[config.mk]
export PLATFORM = sky130hd
export DESIGN_NAME = ps_bigreg_assembler
export DESIGN_NICKNAME = d
export VERILOG_FILES = /design/src/rtl/ps_bigreg_assembler.sv
export SDC_FILE = /design/constraint.sdc
export NUM_CORES = 1
export LEC_CHECK = 0
export CAP_MARGIN = 25
export CORE_MARGIN = 1.5
export CORE_UTILIZATION = 56
export CTS_BUF_LIST = sky130_fd_sc_hd__clkbuf_8
export DETAILED_ROUTE_END_ITERATION = 6
export HOLD_SLACK_MARGIN = 0.03
export PLACE_DENSITY = 0.87
export SLEW_MARGIN = 20
export SYNTH_ARGS = -nofsm -noshare
export SYNTH_HDL_FRONTEND = slang
export SYNTH_SLANG_ARGS = --single-unit
[constraint.sdc]
create_clock -name clk -period 3 [get_ports clk]
set_input_delay 0.6 -clock clk [delete_from_list [all_inputs] [get_ports clk]]
set_output_delay 0.6 -clock clk [all_outputs]
set_load 0.005 [all_outputs]
[src/rtl/ps_bigreg_assembler.sv]
// Gathers NUM_SAMPLES consecutive mem-map writes into staging and commits them as one
// wide register over a valid/ready handshake when the VALID entry is written.
module ps_bigreg_assembler #(
  parameter int MEM_SIZE    = 256,
  parameter int DATA_WIDTH  = 16,
  parameter int NUM_SAMPLES = 16,
  parameter int BASE_ID     = 1
) (
  input  logic                              clk,
  input  logic                              rst,
  input  logic                              wr_valid,
  input  logic [$clog2(MEM_SIZE)-1:0]       wr_id,
  input  logic [DATA_WIDTH-1:0]             wr_data,
  output logic                              wr_resp_valid,
  output logic [1:0]                        wr_resp,
  output logic [NUM_SAMPLES-1:0]            fresh,
  output logic [NUM_SAMPLES*DATA_WIDTH-1:0] bigreg_data,
  output logic                              bigreg_valid,
  input  logic                              bigreg_ready
);

  localparam int BW = NUM_SAMPLES * DATA_WIDTH;
  localparam logic [1:0] RESP_OKAY   = 2'b00;
  localparam logic [1:0] RESP_SLVERR = 2'b10;

  typedef enum logic {
    ST_COLLECT = 1'b0,
    ST_HOLD    = 1'b1
  } state_e;

  state_e                 state_q, state_d;
  logic [BW-1:0]          staging_q, staging_d;
  logic [NUM_SAMPLES-1:0] fresh_q, fresh_d;
  logic [BW-1:0]          bigreg_data_q, bigreg_data_d;
  logic                   bigreg_valid_q, bigreg_valid_d;
  logic                   resp_valid_q, resp_valid_d;
  logic [1:0]             resp_q, resp_d;

  logic [31:0] id_ext_s;
  logic [31:0] slot_idx_s;
  logic        in_window_s;
  logic        is_valid_entry_s;
  logic        is_slot_s;

  // Address decode: IDs are widened to 32 bits so BASE_ID+NUM_SAMPLES never wraps.
  assign id_ext_s         = 32'(wr_id);
  assign slot_idx_s       = id_ext_s - 32'(BASE_ID);
  assign in_window_s      = wr_valid && (id_ext_s >= 32'(BASE_ID))
                            && (id_ext_s <= 32'(BASE_ID + NUM_SAMPLES));
  assign is_valid_entry_s = wr_valid && (id_ext_s == 32'(BASE_ID + NUM_SAMPLES));
  assign is_slot_s        = in_window_s && !is_valid_entry_s;

  // Next-state logic: slot staging, commit on VALID entry, handshake release.
  always_comb begin
    state_d        = state_q;
    staging_d      = staging_q;
    fresh_d        = fresh_q;
    bigreg_data_d  = bigreg_data_q;
    bigreg_valid_d = bigreg_valid_q;
    resp_valid_d   = in_window_s;
    resp_d         = RESP_OKAY;

    // Slot writes stage in either state; at most one write per cycle, so never with a commit.
    for (int i = 0; i < NUM_SAMPLES; i++) begin
      if (is_slot_s && (slot_idx_s == 32'(i))) begin
        staging_d[i*DATA_WIDTH +: DATA_WIDTH] = wr_data;
        fresh_d[i]                            = 1'b1;
      end else begin
        fresh_d[i] = fresh_q[i];
      end
    end

    case (state_q)
      ST_COLLECT: begin
        if (is_valid_entry_s) begin
          if (&fresh_q) begin
            bigreg_data_d  = staging_q;
            bigreg_valid_d = 1'b1;
            fresh_d        = '0;
            state_d        = ST_HOLD;
          end else begin
            resp_d = RESP_SLVERR;
          end
        end else begin
          state_d = ST_COLLECT;
        end
      end
      ST_HOLD: begin
        if (is_valid_entry_s) begin
          resp_d = RESP_SLVERR;
        end else begin
          resp_d = RESP_OKAY;
        end
        if (bigreg_valid_q && bigreg_ready) begin
          bigreg_valid_d = 1'b0;
          state_d        = ST_COLLECT;
        end else begin
          state_d = ST_HOLD;
        end
      end
      default: begin
        bigreg_valid_d = 1'b0;
        state_d        = ST_COLLECT;
      end
    endcase
  end

  // State and output registers with synchronous reset.
  always_ff @(posedge clk) begin
    if (rst) begin
      state_q        <= ST_COLLECT;
      staging_q      <= '0;
      fresh_q        <= '0;
      bigreg_data_q  <= '0;
      bigreg_valid_q <= 1'b0;
      resp_valid_q   <= 1'b0;
      resp_q         <= 2'b00;
    end else begin
      state_q        <= state_d;
      staging_q      <= staging_d;
      fresh_q        <= fresh_d;
      bigreg_data_q  <= bigreg_data_d;
      bigreg_valid_q <= bigreg_valid_d;
      resp_valid_q   <= resp_valid_d;
      resp_q         <= resp_d;
    end
  end

  assign wr_resp_valid = resp_valid_q;
  assign wr_resp       = resp_q;
  assign fresh         = fresh_q;
  assign bigreg_data   = bigreg_data_q;
  assign bigreg_valid  = bigreg_valid_q;

endmodule

==> results of run 1 <==
-- layout make-up --
| type | instances | area (µm²) | area share, % |
|---|---|---|---|
| Sequential cell | 532 | 10650 | 42.37 |
| Multi-Input combinational cell | 1518 | 8249 | 32.82 |
| Timing Repair Buffer | 393 | 4081 | 16.24 |
| Clock buffer | 100 | 1376 | 5.475 |
| Tap cell | 461 | 576.8 | 2.295 |
| Clock inverter | 35 | 190.2 | 0.7566 |
| Inverter | 3 | 11.26 | 0.04480 |
| Antenna cell | 1 | 2.502 | 0.009955 |
-- per-stage QoR --
stage | total power [mW] | cells | area [µm²] | hold slack [ns] | util [%]
6_report | 13.26 | 3043 | 25140 | 0.3556 | 70.85
5_1_grt | 13.65 | 3042 | 25140 | 0.3592 | 70.84
4_1_cts | 13.29 | 3042 | 25140 | 0.3355 | 70.84
3_5_place_dp | 7.592 | 2907 | 23570 | 0.4451 | 66.42
3_3_place_gp | 7.584 | 2907 | 23570 | 0.4379 | 66.42
2_1_floorplan | 7.404 | 2316 | 20130 | 0.4322 | -
-- registers in the layout (all words and copies together) (netlist names) --
name and cells:
bigreg_valid 1, bigreg_data 256, staging_q 256, wr_resp_valid 1
wr_resp 1, state_q 1, fresh 16
-- path summary, 6_finish.rpt --
check / from / end / slack [ns] / cells past startpoint
max: fresh[15] / bigreg_data[140] / 0.48 / 5
min: rst / staging_q[249] / 0.36 / 2
max reg2reg: fresh[15] / bigreg_data[140] / 0.48 / 5
min reg2reg: staging_q[130] / staging_q[130] / 0.45 / 2
-- layout by cell type, fill, tap and decap left out, types with 2 or more instances in the layout --
cell,instances
nor4_4,9
nand4_1,262
or4_1,5
clkinv_2,6
nand3_1,4
o21ai_1,240
clkinvlp_4,4
dfxtp_1,532
clkbuf_8,100
buf_4,61
or3b_2,3
inv_1,24
inv_6,2
o21ai_0,16
mux2i_1,112
a21oi_1,403
nand2_1,294
clkdlybuf4s50_1,300
nor2_1,142
nand3b_1,3
buf_12,30
nor4_2,6
or4_4,2
nor4_1,2
nor3b_1,2
-- critical path: cells and delay by family, from the launching register on --
family	cells	cell delay (ns)
DFF	1	0.40
and+or+nand+nor	2	1.15
buffers and inverters	1	0.45
AOI/OAI and AO/OA	2	0.35
-- power by group through the flow --
stage	combinational, mW	sequential [mW]	clock (mW)
6_report	0.381	7.07	5.80
5_1_grt	0.389	7.07	6.19
4_1_cts	0.365	7.07	5.86
3_5_place_dp	0.364	7.23	0
3_3_place_gp	0.356	7.23	0
2_1_floorplan	0.177	7.23	0
-- cells by family (layout without fill, tap and decap cells) --
kind of cell | after synthesis | in the layout | synth area share, %
AO/OA/AOI/OAI | 662 | 662 | 16.57
buffers and inverters | 266 | 531 | 6.391
flip-flops | 532 | 532 | 52.92
multiplexers | 112 | 112 | 5.570
other | 1 | 2 | 0.01863
AND/OR/NAND/NOR | 743 | 743 | 18.53
-- per-layer routing --
metal  wire length [µm]  GRT usage [%]  vias up
met5                  0              0        -
met4               3148          17.65        0
met3               6281          6.674      207
met2              28040          49.92     1109
met1              25090          44.00     8963
li1                   -              -     8618
==> results.cfg, run 1 <==
[power]
p_leak_nw = 8.116
pwr-share-clk_pct = 43.8
pwr-share-seq_pct = 53.3
power_density_nw_per_um2 = 527.5
switching_share_pct = 22.74
p_int_mw = 10.24
p_sw_mw = 3.015
combPwrFrac_pct = 2.9
worst_ir_drop_vdd_v = 0.0004666

[cts]
holdBufCountCts = 0
clk_latency_ns = 0.62
htreeDepth = 3
cts_buffers = 82
tritoncts = built
cts-root-buf = clkbuf_8
postCtsSetupRepairBufs = 0
cts_sinks = 532
path_clk_slew_ns = 0.06
ctsResizeCount = 0
clk_path_buf_depth = 3

[synthesis]
synth_ff_type = dfxtp_1
ys_async_sr_fraction_pct = 0
yosysWarnings = 0
yosys-top-cells-count = dfxtp_1 (532), a21oi_1 (403), nand2_1 (294), nand4_1 (262), o21ai_1 (240)
synth.most_common_cell = dfxtp_1
synth_edf_count = 0
ys_ff_latch = 532
synthDominantCellAreaShare_pct = 52.92
synth_top_area_cell = dfxtp_1
netlist_area_um2 = 20130
syn_area_per_cell_um2 = 8.690
syn_nets = 2344
synth_cells = 2316
yosysSeqAreaShare_pct = 52.92
yosysUniqueCellTypes = 34
synth_area_leaders = dfxtp_1 (53%), a21oi_1 (10%), nand4_1 (8.1%)

[worst_setup_path]
cpPeakStageDelay_ns = 0.86
worst-path-max-fanout = 70
cp_slowest_cell = or4_4
end_kind = flop
start_kind = flop
arrival_ns = 2.98
critPathKind = reg2reg
crit_required_ns = 3.46
crit_chain = nand4b_1, or4_4, buf_4, o21ai_1, a21oi_1

[timing]
setup_tns_ns = 0
setup_ws_ns = 0.4785
drv_slew = 0
setup_viol = 0
min_period_ns = 2.522
tightest_slew_ns = 0.9316
final_hold_viol_count = 0
rsz0062_at_grt = no
timing.fmax_ghz = 0.3966
max_slew_margin_pct = 37.89
period_share_pct = 84.05
fin_worst_skew_ns = 0.01974

[floorplanning]
start_util_pct = 56.72
die_y_um = 192.6
die_area_um2 = 37090
row_count = 69
placeableCoreArea_um2 = 35480
die_x_um = 192.6
io_pins = 304

[routing]
avgRoutedWirePerCell_um = 20.56
viasPerCell = 6.210
drc = 4
drt_wl_total_um = 62560
final_antenna_net_count = 0
first_iter_violations = 2310
drtPass1Iterations = 7
vias = 18900

[global_routing]
grt_pass1_vias = 17880
grt-ovfl-total = 0
grt_max_degree = 189
track_usage_pct = 32.87
grt_pass1_wl_um = 96200
antenna_found_initial = 2

[place]
place_ws_ns = -0.03815
gp_congestion = 0.8724
dpl.hpwl_um = 36610
io_buffers = 302

[layout]
final_nets = 2558
synthToLayoutAreaGrowth_pct = 24.91
drive_gt1_share_pct = 9.028
nFillCells = 2584

[run_status]
violations = DRC
outcome = finished, violations left

[worst_hold_path]
hold_class = in2reg

[flow_run]
drv_cap = 0
Note: power is estimated with default switching activity, not from simulation.
==> run 2, diff against run 1 <==
==> constraint.sdc (replaced) <==
create_clock -name clk -period 2.5 [get_ports clk]
set_input_delay 0.5 -clock clk [delete_from_list [all_inputs] [get_ports clk]]
set_output_delay 0.5 -clock clk [all_outputs]
set_load 0.005 [all_outputs]
==> run 2 against run 1 <==
  * The run now ends clean
  * Clock power grew 22%
  * Die area is the same
  * Non-clock buffer count grew 8
  * Combinational power grew 21%
  * Sequential cell count is the same
  * Global-route usage shrank 0.12 points
  * Worst hold slack lost 0.052 ns
  * Final cell count grew 0.20%
  * Register-to-register slack lost 0.36 ns
  * Utilization grew 0.49 points
  * Highest routed layer unchanged
==> results.cfg, run 2 (same netlist as run 1, synthesis figures left out) <==
[run_status]
outcome = completed

[cts]
clk_latency_ns = 0.60
tritoncts = built
ctsResizeCount = 0
postCtsSetupRepairBufs = 0
cts-root-buf = clkbuf_8
clk_path_buf_depth = 3
cts_sinks = 532
holdBufCountCts = 0
htreeDepth = 3
cts_buffers = 80
path_clk_slew_ns = 0.07

[routing]
final_antenna_net_count = 0
first_iter_violations = 2307
drc = 0
drt_wl_total_um = 62320
drtPass1Iterations = 6
avgRoutedWirePerCell_um = 20.44
viasPerCell = 6.226
vias = 18980

[timing]
final_hold_viol_count = 0
setup_ws_ns = 0.03353
rsz0062_at_grt = no
setup_viol = 0
drv_slew = 0
max_slew_margin_pct = 58.04
fin_worst_skew_ns = 0.01569
timing.fmax_ghz = 0.4054
min_period_ns = 2.466
tightest_slew_ns = 0.6294
period_share_pct = 98.66

[power]
p_leak_nw = 8.187
combPwrFrac_pct = 2.9
power_density_nw_per_um2 = 633.2
worst_ir_drop_vdd_v = 0.0004773
finalPower_mw = 16.03
pwr-share-seq_pct = 52.9
switching_share_pct = 22.49
p_int_mw = 12.42
p_sw_mw = 3.605
pwr-share-clk_pct = 44.2

[layout]
final_common_cell = dfxtp_1
nFillCells = 2477
final_nets = 2564
most-common-layout-cells = dfxtp_1 (532), a21oi_1 (403), clkdlybuf4s50_1 (300)
synthToLayoutAreaGrowth_pct = 25.78
drive_gt1_share_pct = 9.354

[floorplanning]
die_x_um = 192.6
row_count = 69
start_util_pct = 56.72
die_y_um = 192.6
die_area_um2 = 37090
placeableCoreArea_um2 = 35480
io_pins = 304

[worst_setup_path]
r2r_setup_slack_ns = 0.12
rr_startpoint = state_q
reg2regPathDepth = 5
worst-path-max-fanout = 22
start_kind = primary input
end_kind = flop
arrival_ns = 2.95
r2r_end = bigreg_data[115]
critPathKind = in2reg
crit_required_ns = 2.98

[flow_run]
drv_cap = 0

[worst_hold_path]
hold_class = in2reg
worstHoldStart = wr_id[4]
hold_end = wr_resp_valid
hold_depth = 4

[place]
gp_congestion = 0.8422
io_buffers = 302
dpl.hpwl_um = 36970
place_ws_ns = -0.4793

[global_routing]
grt_pass1_wl_um = 95410
grt_pass1_vias = 17560
track_usage_pct = 32.74
antenna_found_initial = 0
grt_max_degree = 133
grt-ovfl-total = 0
==> run 2: changes by cell type in the layout (fill, tap and decap cells not counted), sizes merged <==
cell and delta:
buf +8, clkbuf +5, clkinv -1, clkinvlp -1, inv -5
==> run 2: worst max path at each step <==
stage / endpoint / from / slack [ns]
final: staging_q[78] / wr_id[5] / 0.03
after global routing: bigreg_data[104] / wr_id[5] / 0.001
after CTS: staging_q[78] / wr_id[5] / 0.1
after detailed placement: staging_q[74] / wr_id[5] / -0.48
after global placement: staging_q[100] / wr_id[5] / -0.42
after floorplan: bigreg_data[16] / wr_id[5] / 0.1
==> run 2: cell type report <==
type | instances | area [µm²] | share of cell area (%)
clock buffer | 105 | 1445 | 5.709
antenna | 1 | 2.502 | 0.009886
inverter | 3 | 11.26 | 0.04449
sequential | 532 | 10650 | 42.07
timing repair buffer | 401 | 4229 | 16.71
tap | 461 | 576.8 | 2.279
clock inverter | 28 | 148.9 | 0.5882
multi-input combinational | 1518 | 8249 | 32.59
==> run 2: stage by stage <==
step	hold slack [ns]	setup TNS [ns]	cells	area, µm²	util, %
floorplan	0.4322	0	2316	20130	-
global placement	0.4383	-141.29	2915	23720	66.84
detailed placement	0.4453	-166.66	2915	23720	66.84
CTS	0.2586	0	3048	25310	71.33
global route	0.3268	0	3048	25310	71.33
finish	0.3037	0	3049	25310	71.34
==> run 2: power groups by stage <==
stage          Combinational, mW  Clock, mW  Sequential, mW
2_1_floorplan              0.212          0            8.67
4_1_cts                    0.441       7.12            8.49
3_3_place_gp               0.434          0            8.67
5_1_grt                    0.470       7.49            8.48
3_5_place_dp               0.440          0            8.67
6_report                   0.460       7.08            8.49
==> run 2: worst max-delay path: stages <==
cell,delay (ns)
clkdlybuf4s50_1,0.42
or4b_4,0.59
buf_4,0.28
nor4_2,0.55
buf_12,0.26
mux2i_1,0.26
nor2_1,0.06
==> run 2: metal layers <==
metal	up-vias	share of wire (%)	track usage, %	wire [µm]
met2	1192	44	48.35	27280
met1	8946	39	44.29	24480
met4	0	5.3	18.19	3318
li1	8622	-	-	-
met5	-	0	0	0
met3	223	12	7.365	7242
==> run 3, diff against run 2 <==
==> constraint.sdc (replaced) <==
create_clock -name clk -period 2.65 [get_ports clk]
set_input_delay 0.53 -clock clk [delete_from_list [all_inputs] [get_ports clk]]
set_output_delay 0.53 -clock clk [all_outputs]
set_load 0.005 [all_outputs]
==> run 3 against run 2 <==
  * Non-clock buffer count is 1 lower
  * Cell area is 0.11% lower
  * Sequential cell count stayed put
  * Utilization is 0.081 points lower
  * Register-to-register slack better by 0.22 ns
  * Combinational power is 4% lower
  * Total power is 5.5% lower
  * First-iteration DRC count is 13% higher
  * Critical path depth stayed put
  * Routed wire length is 0.17% higher
  * Clock-buffer cell count is 1 lower
  * Highest routed layer unchanged
==> results.cfg, run 3 (same netlist as run 1, synthesis figures left out) <==
[layout]
nFillCells = 2507
final_cell_area_um2 = 25280
final_cells = 3051
synthToLayoutAreaGrowth_pct = 25.63
final_nets = 2563
most-common-layout-cells = dfxtp_1 (532), a21oi_1 (403), clkdlybuf4s50_1 (300)
drive_gt1_share_pct = 9.309
final_common_cell = dfxtp_1

[floorplanning]
io_pins = 304
die_x_um = 192.6
placeableCoreArea_um2 = 35480
row_count = 69
start_util_pct = 56.72
die_y_um = 192.6
die_area_um2 = 37090

[routing]
drt_wl_total_um = 62430
viasPerCell = 6.205
drtPass1Iterations = 6
drc = 0
avgRoutedWirePerCell_um = 20.46
vias = 18930
first_iter_violations = 2605
final_antenna_net_count = 0

[cts]
cts-root-buf = clkbuf_8
path_clk_slew_ns = 0.06
holdBufCountCts = 0
htreeDepth = 3
clk_latency_ns = 0.62
tritoncts = built
cts_sinks = 532
postCtsSetupRepairBufs = 0
ctsResizeCount = 0
cts_buffers = 80
clk_path_buf_depth = 3

[worst_setup_path]
start_kind = primary input
crit_required_ns = 3.12
end_kind = flop
critPathKind = in2reg
worst-path-max-fanout = 22
arrival_ns = 2.95

[power]
p_int_mw = 11.71
worst_ir_drop_vdd_v = 0.0003826
combPwrFrac_pct = 2.9
p_leak_nw = 8.185
power_density_nw_per_um2 = 599.0
finalPower_mw = 15.15
pwr-share-seq_pct = 52.9
p_sw_mw = 3.439
pwr-share-clk_pct = 44.2
switching_share_pct = 22.71

[flow_run]
drv_cap = 0

[place]
place_ws_ns = -0.3880
dp.cells = 2914
placedInstanceArea_um2 = 23680
gp_congestion = 0.8778
dpl.hpwl_um = 36560
io_buffers = 302

[timing]
rsz0062_at_grt = no
setup_tns_ns = 0
fin_worst_skew_ns = 0.03178
tightest_slew_ns = 0.8029
final_hold_viol_count = 0
max_slew_margin_pct = 46.47
min_period_ns = 2.474
timing.fmax_ghz = 0.4042
setup_ws_ns = 0.1761
drv_slew = 0
period_share_pct = 93.35
setup_viol = 0

[global_routing]
antenna_found_initial = 0
grt_max_degree = 120
grt-ovfl-total = 0
grt_pass1_wl_um = 95770
grt_pass1_vias = 17660
track_usage_pct = 32.76

[worst_hold_path]
hold_class = in2reg

[run_status]
outcome = completed
## run 3: changes by cell type in the layout (fill, tap and decap cells not counted)
cell | previous run | this run
inv_1 | 21 | 24
buf_12 | 37 | 35
buf_4 | 62 | 63
clkbuf_8 | 105 | 104
clkinv_2 | 5 | 6
clkinvlp_4 | 3 | 2
inv_6 | 0 | 1
## run 3: final cells by class
cell class / instances / area, µm² / area share [%]
well taps: 461 / 576.8 / 2.281
repair buffers: 400 / 4197 / 16.60
multi-input cells: 1518 / 8249 / 32.63
clock inverters: 32 / 166.4 / 0.6582
inverters: 3 / 11.26 / 0.04454
diodes: 1 / 2.502 / 0.009897
flip-flops and latches: 532 / 10650 / 42.12
clock buffers: 104 / 1431 / 5.661
## run 3: critical path, cell delays in order
cell and delay [ns]:
clkdlybuf4s50_1 0.42, or4b_4 0.59, buf_4 0.28, nor4_2 0.56, buf_12 0.26, mux2i_1 0.21
nor2_1 0.08
## run 3: routing by layer
metal  global-route usage (%)  up-vias  part of all wire (%)
met1                    45.02     8943                    40
met5                        0        -                     0
met2                    48.91     1177                    44
met3                    6.492      194                    11
li1                         -     8618                     -
met4                    16.70        0                   4.7
## run 3: path summary, 6_finish.rpt
check	start	endpoint	slack, ns	depth (start not counted)
hold reg to reg	staging_q[167]	staging_q[167]	0.45	2
setup / recovery	wr_id[5]	staging_q[63]	0.18	7
setup reg to reg	state_q	bigreg_data[78]	0.34	5
hold / removal	wr_id[4]	wr_resp_valid	0.31	4
## run 3: power by group through the flow
stage	Clock (mW)	Combinational, mW	Sequential [mW]
after floorplan	0	0.200	8.18
after global placement	0	0.416	8.18
after detailed placement	0	0.424	8.18
after CTS	6.73	0.425	8.01
after global routing	7.12	0.450	8.00
final	6.70	0.443	8.01
## run 3: through the flow
| step | hold WS (ns) | util [%] |
|---|---|---|
| 2_1_floorplan | 0.4322 | - |
| 4_1_cts | 0.2872 | 71.25 |
| 3_3_place_gp | 0.4381 | 66.75 |
| 3_5_place_dp | 0.4448 | 66.75 |
| 5_1_grt | 0.3152 | 71.25 |
| 6_report | 0.3123 | 71.26 |
